`src/rtl/game_timer_pkg.sv`:
```
// game_timer_pkg: shared types and helpers for the level countdown timer.
//   timer_state_t : timer FSM states
//   bcd_time_t    : M:ST:SU display digits (min, tens, units)
//   sec_to_bcd    : 10-bit seconds -> BCD digits, saturating at MAX_SEC
//   bcd_to_sec    : BCD digits -> 10-bit seconds
package game_timer_pkg;

  localparam int SEC_W   = 10;
  localparam int MAX_SEC = 599;   // 9:59, the largest time the three digits can show

  typedef enum logic [2:0] {
    ST_IDLE    = 3'd0,
    ST_ARMED   = 3'd1,
    ST_RUN     = 3'd2,
    ST_HOLD    = 3'd3,
    ST_EXPIRED = 3'd4
  } timer_state_t;

  typedef struct packed {
    logic [3:0] min;
    logic [3:0] tens;
    logic [3:0] units;
  } bcd_time_t;

  function automatic bcd_time_t sec_to_bcd(input logic [SEC_W-1:0] sec);
    logic [SEC_W-1:0] s;
    logic [SEC_W-1:0] rem;
    bcd_time_t        t;
    s       = (sec > SEC_W'(MAX_SEC)) ? SEC_W'(MAX_SEC) : sec;
    rem     = s % SEC_W'(60);
    t.min   = 4'(s / SEC_W'(60));
    t.tens  = 4'(rem / SEC_W'(10));
    t.units = 4'(rem % SEC_W'(10));
    return t;
  endfunction

  function automatic logic [SEC_W-1:0] bcd_to_sec(input bcd_time_t t);
    return SEC_W'(t.min) * SEC_W'(60) + SEC_W'(t.tens) * SEC_W'(10) + SEC_W'(t.units);
  endfunction

endpackage

```
`src/rtl/game_timer_ctrl_sec_prescaler.sv`:
```
// sec_prescaler: free-running one-second time base.
//   clk    : system clock
//   resetN : asynchronous active-low reset
//   pulse  : registered, high for the one cycle after the count reaches CLK_FREQ_HZ-1
module sec_prescaler #(
  parameter int CLK_FREQ_HZ = 25_000_000
) (
  input  logic clk,
  input  logic resetN,
  output logic pulse
);

  localparam int                CNT_W = (CLK_FREQ_HZ > 1) ? $clog2(CLK_FREQ_HZ) : 1;
  localparam logic [CNT_W-1:0]  LAST  = CNT_W'(CLK_FREQ_HZ - 1);

  logic [CNT_W-1:0] r_cnt;

  always_ff @(posedge clk or negedge resetN) begin
    if (!resetN) begin
      r_cnt <= '0;
      pulse <= 1'b0;
    end else begin
      pulse <= (r_cnt == LAST);
      if (r_cnt == LAST) r_cnt <= '0;
      else               r_cnt <= r_cnt + CNT_W'(1);
    end
  end

endmodule

```
`src/rtl/game_timer_ctrl.sv`:
```
// game_timer_ctrl: per-level countdown timer with BCD HUD digits.
//   clk, resetN          : clock, asynchronous active-low reset
//   game_on, pause       : run enable / level-sensitive freeze
//   level_sel, load      : level (2 -> LVL2, anything else -> LVL1), reload pulse
//   bonus_req/bonus_ack  : bonus-time handshake (ack is a one-cycle grant)
//   one_sec_pulse        : free-running 1 Hz tick
//   timer_ended          : sticky expiry flag, cleared by load
//   time_warning         : armed/running/paused and time <= WARN_SEC
//   min_digit/sec_tens/sec_units : remaining time in BCD
//   running              : state is RUN
module game_timer_ctrl
  import game_timer_pkg::*;
#(
  parameter int CLK_FREQ_HZ = 25_000_000,
  parameter int LVL1_SEC    = 180,
  parameter int LVL2_SEC    = 120,
  parameter int BONUS_SEC   = 30,
  parameter int WARN_SEC    = 30
) (
  input  logic       clk,
  input  logic       resetN,
  input  logic       game_on,
  input  logic [1:0] level_sel,
  input  logic       load,
  input  logic       pause,
  input  logic       bonus_req,
  output logic       bonus_ack,
  output logic       one_sec_pulse,
  output logic       timer_ended,
  output logic       time_warning,
  output logic [3:0] min_digit,
  output logic [3:0] sec_tens,
  output logic [3:0] sec_units,
  output logic       running
);

  localparam bcd_time_t LVL1_BCD = sec_to_bcd(SEC_W'(LVL1_SEC));
  localparam bcd_time_t LVL2_BCD = sec_to_bcd(SEC_W'(LVL2_SEC));

  timer_state_t     r_state, w_nxt_state;
  bcd_time_t        r_time, w_nxt_time, w_limit;
  logic             r_ended, w_nxt_ended;
  logic             r_ack, r_warn, r_running, w_nxt_warn;
  logic             w_pulse, w_active, w_grant, w_bonus_on, w_dec, w_expire;
  logic [SEC_W-1:0] w_cur_sec, w_sat_sec;
  logic [SEC_W:0]   w_sum;

  sec_prescaler #(.CLK_FREQ_HZ(CLK_FREQ_HZ)) u_presc (
    .clk    (clk),
    .resetN (resetN),
    .pulse  (w_pulse)
  );

  assign w_cur_sec = bcd_to_sec(r_time);
  assign w_limit   = (level_sel == 2'd2) ? LVL2_BCD : LVL1_BCD;
  assign w_active  = (r_state == ST_ARMED) || (r_state == ST_RUN) || (r_state == ST_HOLD);

  // A held request sees its own ack and is refused for a cycle, so grants
  // come at most every second cycle. IDLE/EXPIRED still ack, without bonus.
  assign w_grant    = bonus_req & ~r_ack;
  assign w_bonus_on = w_grant & w_active;
  assign w_dec      = (r_state == ST_RUN) & w_pulse;

  // A bonus arriving on the final tick rescues the timer.
  assign w_expire   = w_dec & ~w_bonus_on & (w_cur_sec <= SEC_W'(1));

  // Decrement and bonus combine before saturation; the underflow case
  // (0:01 or 0:00 without bonus) is the expiry path and never uses w_sum.
  assign w_sum     = {1'b0, w_cur_sec}
                   + (w_bonus_on ? (SEC_W+1)'(BONUS_SEC) : '0)
                   - {{SEC_W{1'b0}}, w_dec};
  assign w_sat_sec = (w_sum > (SEC_W+1)'(MAX_SEC)) ? SEC_W'(MAX_SEC) : w_sum[SEC_W-1:0];

  always_comb begin
    w_nxt_state = r_state;
    w_nxt_time  = r_time;
    w_nxt_ended = r_ended;
    if (load) begin
      w_nxt_state = ST_ARMED;
      w_nxt_time  = w_limit;
      w_nxt_ended = 1'b0;
    end else if (w_expire) begin
      w_nxt_state = ST_EXPIRED;
      w_nxt_time  = '0;
      w_nxt_ended = 1'b1;
    end else begin
      case (r_state)
        ST_ARMED: if (game_on) w_nxt_state = ST_RUN;
        ST_RUN: begin
          if (pause)         w_nxt_state = ST_HOLD;
          else if (!game_on) w_nxt_state = ST_ARMED;
        end
        ST_HOLD: begin
          if (!game_on)      w_nxt_state = ST_ARMED;
          else if (!pause)   w_nxt_state = ST_RUN;
        end
        default: ;
      endcase
      if (w_dec || w_bonus_on) w_nxt_time = sec_to_bcd(w_sat_sec);
    end
    // Flags are derived from the next state/time so they line up with the digits.
    w_nxt_warn = ((w_nxt_state == ST_ARMED) || (w_nxt_state == ST_RUN) ||
                  (w_nxt_state == ST_HOLD)) &&
                 (bcd_to_sec(w_nxt_time) <= SEC_W'(WARN_SEC));
  end

  always_ff @(posedge clk or negedge resetN) begin
    if (!resetN) begin
      r_state   <= ST_IDLE;
      r_time    <= '0;
      r_ended   <= 1'b0;
      r_ack     <= 1'b0;
      r_warn    <= 1'b0;
      r_running <= 1'b0;
    end else begin
      r_state   <= w_nxt_state;
      r_time    <= w_nxt_time;
      r_ended   <= w_nxt_ended;
      r_ack     <= w_grant;
      r_warn    <= w_nxt_warn;
      r_running <= (w_nxt_state == ST_RUN);
    end
  end

  assign bonus_ack     = r_ack;
  assign one_sec_pulse = w_pulse;
  assign timer_ended   = r_ended;
  assign time_warning  = r_warn;
  assign running       = r_running;
  assign min_digit     = r_time.min;
  assign sec_tens      = r_time.tens;
  assign sec_units     = r_time.units;

endmodule

```
`config.mk`:
```
export PLATFORM = sky130hd
export DESIGN_NAME = game_timer_ctrl
export DESIGN_NICKNAME = d
export VERILOG_FILES = /design/src/rtl/game_timer_pkg.sv /design/src/rtl/game_timer_ctrl_sec_prescaler.sv /design/src/rtl/game_timer_ctrl.sv
export SDC_FILE = /design/constraint.sdc
export NUM_CORES = 1
export LEC_CHECK = 0
export CAP_MARGIN = 10
export CORE_AREA = 2 2 99 101
export DETAILED_ROUTE_END_ITERATION = 7
export DIE_AREA = 0 0 101 103
export MAX_ROUTING_LAYER = met4
export PLACE_DENSITY = 0.78
export SETUP_SLACK_MARGIN = 0.15
export SLEW_MARGIN = 5
export SYNTH_ARGS = -nofsm -noshare
export SYNTH_HDL_FRONTEND = slang
export SYNTH_SLANG_ARGS = --single-unit
```
`constraint.sdc`:
```
create_clock -name clk -period 28.3 [get_ports clk]
set_input_delay 5.66 -clock clk [delete_from_list [all_inputs] [get_ports clk]]
set_output_delay 5.66 -clock clk [all_outputs]
set_load 0.02 [all_outputs]
```
==> out/qor.yml, run 1 <==
outcome: "finished clean"
port_buffers: 24
totalWireLength_um: 12120
die-area_um2: 10400
synth_cell_types: 86
antenna_cells: 0
worstRegToRegCells: 46
worstPathArrival_ns: 15.28
gp_congestion: 0.9707
critPathLaunchType: "input port"
crit_path_max_fanout: 16
async_flop_share: 1.000
final_nets: 752
setup_tns_ns: 0
hold_buffers: 0
start_util: 0.5784
r2r-end: "time_warning"
grt_start_max_net_pins: 46
grt_first_pass_wirelength_um: 20600
via_per_inst: 6.018
num_vias: 4610
drive_gt1_frac: 0.05982
postSynthAreaPerCell_um2: 8.699
route.detailed.drc: 0
cts_buffers: 5
grt_usage: 0.2500
drtAntennaViolNets: 0
synth_edf_count: 0
fmax_mhz: 66.26
cts_resized: 0
slew_viol_final: 0
die_w_um: 101
ys_seq_area_frac: 0.2058
relSlewSlack: 0.3468
rsz0062_at_grt: "no"
post_cts_buffers: 0
htree_num_levels: 2
cap_viol_max_count: 0
gr-total-overflow: 0
path_clk_slew_ns: 0.08
crit_path_end_kind: "flop"
crit_required_ns: 28.49
first_iter_violations: 242
cts-root-buf: "clkbuf_8"
slowest_stage: "xor2_1"
max_stage_delay_ns: 0.56
cp-endpoint: "time_warning"
r2r-start: "min_digit[2]"
postSynthCellCount: 629
ys_warn_count: 0
holdCritPathClass: "flop to flop"
first_global_vias: 4524
syn_area_um2: 5471
crit_start: "bonus_req"
first_pass_iters: 5
wl_per_cell_um: 15.83
pin_count: 25
min_period_ns: 15.09
cts_tree: "yes"
cts_max_path_buffers: 2
period_share: 0.5333
tightest_slew_ns: 0.9798
synthFlopType: "dfrtp_1"
final-hold-violation-count: 0
clock_sinks: 45
path_common_cell: "ha_1"
syn_to_final_growth_pct: 7.935
core_um2: 9459
insertion_delay_ns: 0.29
dp_hpwl_um: 9736
rrSetupSlack_ns: 16.72
skew_ns: 0.007398
finalSetupViolations: 0
worstSetupPathType: "input port to flop"
rows: 36
ys_ff_latch: 45
die_h_um: 103
syn_nets: 730
antenna_found_initial: 0
-- cell type report --
type / count / area (um2)
inverter: 75 / 281.5
multi-input combinational: 499 / 3996
fill: 795 / 3553
sequential: 45 / 1126
clock buffer: 7 / 86.33
clock inverter: 1 / 30.03
tap: 114 / 142.6
timing repair buffer: 25 / 242.7
-- synthesized netlist by cell type (10+ instances only) --
library cell,instances,area [um2]
dfrtp_1,45,1126
inv_1,73,274.0
nand2_1,31,116.4
xnor2_1,26,227.7
ha_1,74,925.9
nor3_1,16,80.08
xor2_1,22,192.7
o21ai_0,20,100.1
and3_1,11,68.82
nor2b_1,11,68.82
fa_1,19,380.4
a21oi_1,36,180.2
nand3_1,30,150.1
nor2_1,50,187.7
a21o_1,10,75.07
-- critical path: cells and delay by family --
family                     cells  cell delay (ns)
adders and majority gates      7             2.36
buffers and inverters          4             0.64
muxes                          2             0.62
and+or+nand+nor                9             1.53
AOI/OAI and AO/OA             16             3.72
xor gates and xnor gates       2             0.73
-- stage by stage --
step	instance area, um2	util	worst slack, ns	instances	hold slack [ns]
2_1_floorplan	5472	-	14.62	629	0.4549
3_3_place_gp	5789	0.6120	13.32	758	0.4594
3_5_place_dp	5789	0.6120	12.99	758	0.4564
4_1_cts	5906	0.6243	13.25	766	0.4733
5_1_grt	5906	0.6243	12.33	766	0.4858
6_report	5906	0.6243	13.21	766	0.4657
-- per-layer routing --
metal	share of wire	up-vias	global-route usage	wire (um)
met4	0.026	0	0.07900	310
met3	0.031	30	0.02644	376
met1	0.44	2213	0.3143	5275
li1	-	2276	-	-
met5	0	-	-	0
met2	0.51	91	0.4262	6159
-- how the worst min path moves through the flow --
stage               cells past startpoint                to  slack, ns        startpoint
CTS                                     1         bonus_ack       0.47         bonus_ack
detailed placement                      1         bonus_ack       0.46         bonus_ack
finish                                  1         bonus_ack       0.47         bonus_ack
global route                            1         bonus_ack       0.49         bonus_ack
floorplan                               1  u_presc.r_cnt[0]       0.45  u_presc.r_cnt[0]
global placement                        1         bonus_ack       0.46         bonus_ack
-- cells in the final DEF (no fill, tap or decap), drive strengths merged, types with 8 or more instances in the layout --
master and count:
nor2b 11, nor2 50, nand2 32, and3 14, a21oi 37, o21a 11, xor2 22, nor3 18
nand3 30, inv 75, clkdlybuf4s50 23, a21o 12, ha 74, dfrtp 45, o211ai 8, xnor2 26
mux2i 9, fa 19, o21ai 25
-- logic make-up (layout without fill, tap and decap cells) --
family                   after synthesis  after routing  share of synthesized area
AO/OA/AOI/OAI                        148            148                     0.1912
XOR/XNOR                              51             51                    0.08964
adder cells (fa/ha/maj)               94             94                     0.2406
buffers and inverters                 85            108                    0.06380
flip-flops                            45             45                     0.2058
multiplexers                          11             11                    0.02127
AND/OR/NAND/NOR                      195            195                     0.1877
-- registers in the layout (all words and copies together) (netlist names) --
signal / cells
u_presc.pulse: 1
time_warning: 1
bonus_ack: 1
sec_units: 4
running: 1
min_digit: 4
r_state: 3
sec_tens: 4
u_presc.r_cnt: 25
timer_ended: 1
Power of run 1 is not shown: default switching activity piles up to over one toggle a cycle in this logic, so the estimate is an artifact.
==> inputs of run 2 (changes only) <==
--- a/config.mk
+++ b/config.mk
@@ -6,9 +6,9 @@
 export NUM_CORES = 1
 export LEC_CHECK = 0
 export CAP_MARGIN = 10
-export CORE_AREA = 2 2 99 101
+export CORE_AREA = 2 2 101 103
 export DETAILED_ROUTE_END_ITERATION = 7
-export DIE_AREA = 0 0 101 103
+export DIE_AREA = 0 0 103 105
 export MAX_ROUTING_LAYER = met4
 export PLACE_DENSITY = 0.78
 export SETUP_SLACK_MARGIN = 0.15
==> constraint.sdc (replaced) <==
create_clock -name clk -period 13.7 [get_ports clk]
set_input_delay 2.74 -clock clk [delete_from_list [all_inputs] [get_ports clk]]
set_output_delay 2.74 -clock clk [all_outputs]
set_load 0.02 [all_outputs]
==> out/qor.yml, run 2 (synthesis results as in run 1) <==
outcome: "finished clean"
cts_tree: "yes"
layout_common_cells: "74 x ha_1, 73 x inv_1, 50 x nor2_1, 45 x dfrtp_1, 36 x a21oi_1"
grt_first_pass_wirelength_um: 20870
worstSetupPathType: "input port to flop"
period_share: 0.8924
max_stage_delay_ns: 0.58
first_pass_iters: 6
dp_hpwl_um: 10040
final_nets: 752
largest_reg_flops: 25
die_w_um: 103
route.detailed.drc: 0
worstPathArrival_ns: 12.44
drive_gt1_frac: 0.06135
r2r-start: "min_digit[0]"
die-area_um2: 10820
final-hold-violation-count: 0
worstRegToRegCells: 45
slew_viol_final: 0
first_global_vias: 4549
cts_resized: 0
syn_to_final_growth_pct: 7.889
holdCritStartpoint: "bonus_ack"
whs_ns: 0.4520
rsz0062_at_grt: "no"
totalWireLength_um: 12360
fmax_mhz: 81.80
die_h_um: 105
rrSetupSlack_ns: 2.03
gp_congestion: 0.8625
setup_tns_ns: 0
holdCritPathClass: "flop to flop"
crit_path_end_kind: "flop"
clock_sinks: 45
rows: 36
antenna_cells: 0
crit_path_max_fanout: 16
start_util: 0.5676
critPathTopFamily: "compound AO/OA/AOI/OAI gates"
post_cts_buffers: 0
min_period_ns: 12.23
slowest_stage: "xor2_1"
cts_max_path_buffers: 2
antenna_found_initial: 0
r2r-end: "time_warning"
whs_path_depth: 1
htree_num_levels: 2
grt_usage: 0.2444
insertion_delay_ns: 0.31
finalSetupViolations: 0
gr-total-overflow: 0
cap_viol_max_count: 0
core_um2: 9639
regMostFlops: "u_presc.r_cnt"
cts_buffers: 5
first_iter_violations: 198
final_common_cell: "ha_1"
wl_per_cell_um: 15.75
cts-root-buf: "clkbuf_8"
crit_required_ns: 13.91
tightest_slew_ns: 0.9963
hold_end: "bonus_ack"
drtAntennaViolNets: 0
path_common_cell: "ha_1"
path_clk_slew_ns: 0.09
pin_count: 25
hold_buffers: 0
skew_ns: 0.006488
port_buffers: 24
num-fill-cells: 876
num_vias: 4606
via_per_inst: 5.868
relSlewSlack: 0.3358
critPathLaunchType: "input port"
grt_start_max_net_pins: 46
path_buf_inv: 4
[run 2: through the flow]
| step | instances | setup WS (ns) | area, um2 | utilization |
|---|---|---|---|---|
| after floorplan | 629 | 2.944 | 5472 | - |
| after global placement | 777 | 1.642 | 5813 | 0.6031 |
| after detailed placement | 777 | 1.251 | 5813 | 0.6031 |
| after CTS | 785 | 1.558 | 5903 | 0.6124 |
| after global routing | 785 | 0.5570 | 5903 | 0.6124 |
| final | 785 | 1.475 | 5903 | 0.6124 |
[run 2: worst max-delay path by stage]
stage                         start           end  slack (ns)  cells after the start
after floorplan           bonus_req  time_warning        2.94                     40
after global placement    bonus_req  time_warning        1.64                     40
after detailed placement  bonus_req  time_warning        1.25                     40
after CTS                 bonus_req  time_warning        1.56                     40
after global routing      bonus_req  time_warning        0.56                     40
final                     bonus_req  time_warning        1.47                     40
[run 2: cell type report]
type                    instances  area [um2]  area share
well taps                     133       166.4     0.02819
inverters                      75       281.5     0.04769
clock inverters                 3       21.27    0.003603
clock buffers                   5       68.82     0.01166
flip-flops and latches         45        1126      0.1908
multi-input cells             499        3996      0.6770
repair buffers                 25       242.7     0.04112
[run 2: per-layer routing]
metal | routed length, um | share of wire | track usage | vias to the layer above
li1 | - | - | - | 2286
met5 | 0 | 0 | - | -
met2 | 6248 | 0.51 | 0.4123 | 89
met3 | 386 | 0.031 | 0.03278 | 22
met4 | 231 | 0.019 | 0.06485 | 0
met1 | 5497 | 0.44 | 0.3062 | 2209
Power of run 2 is left out for the same reason.
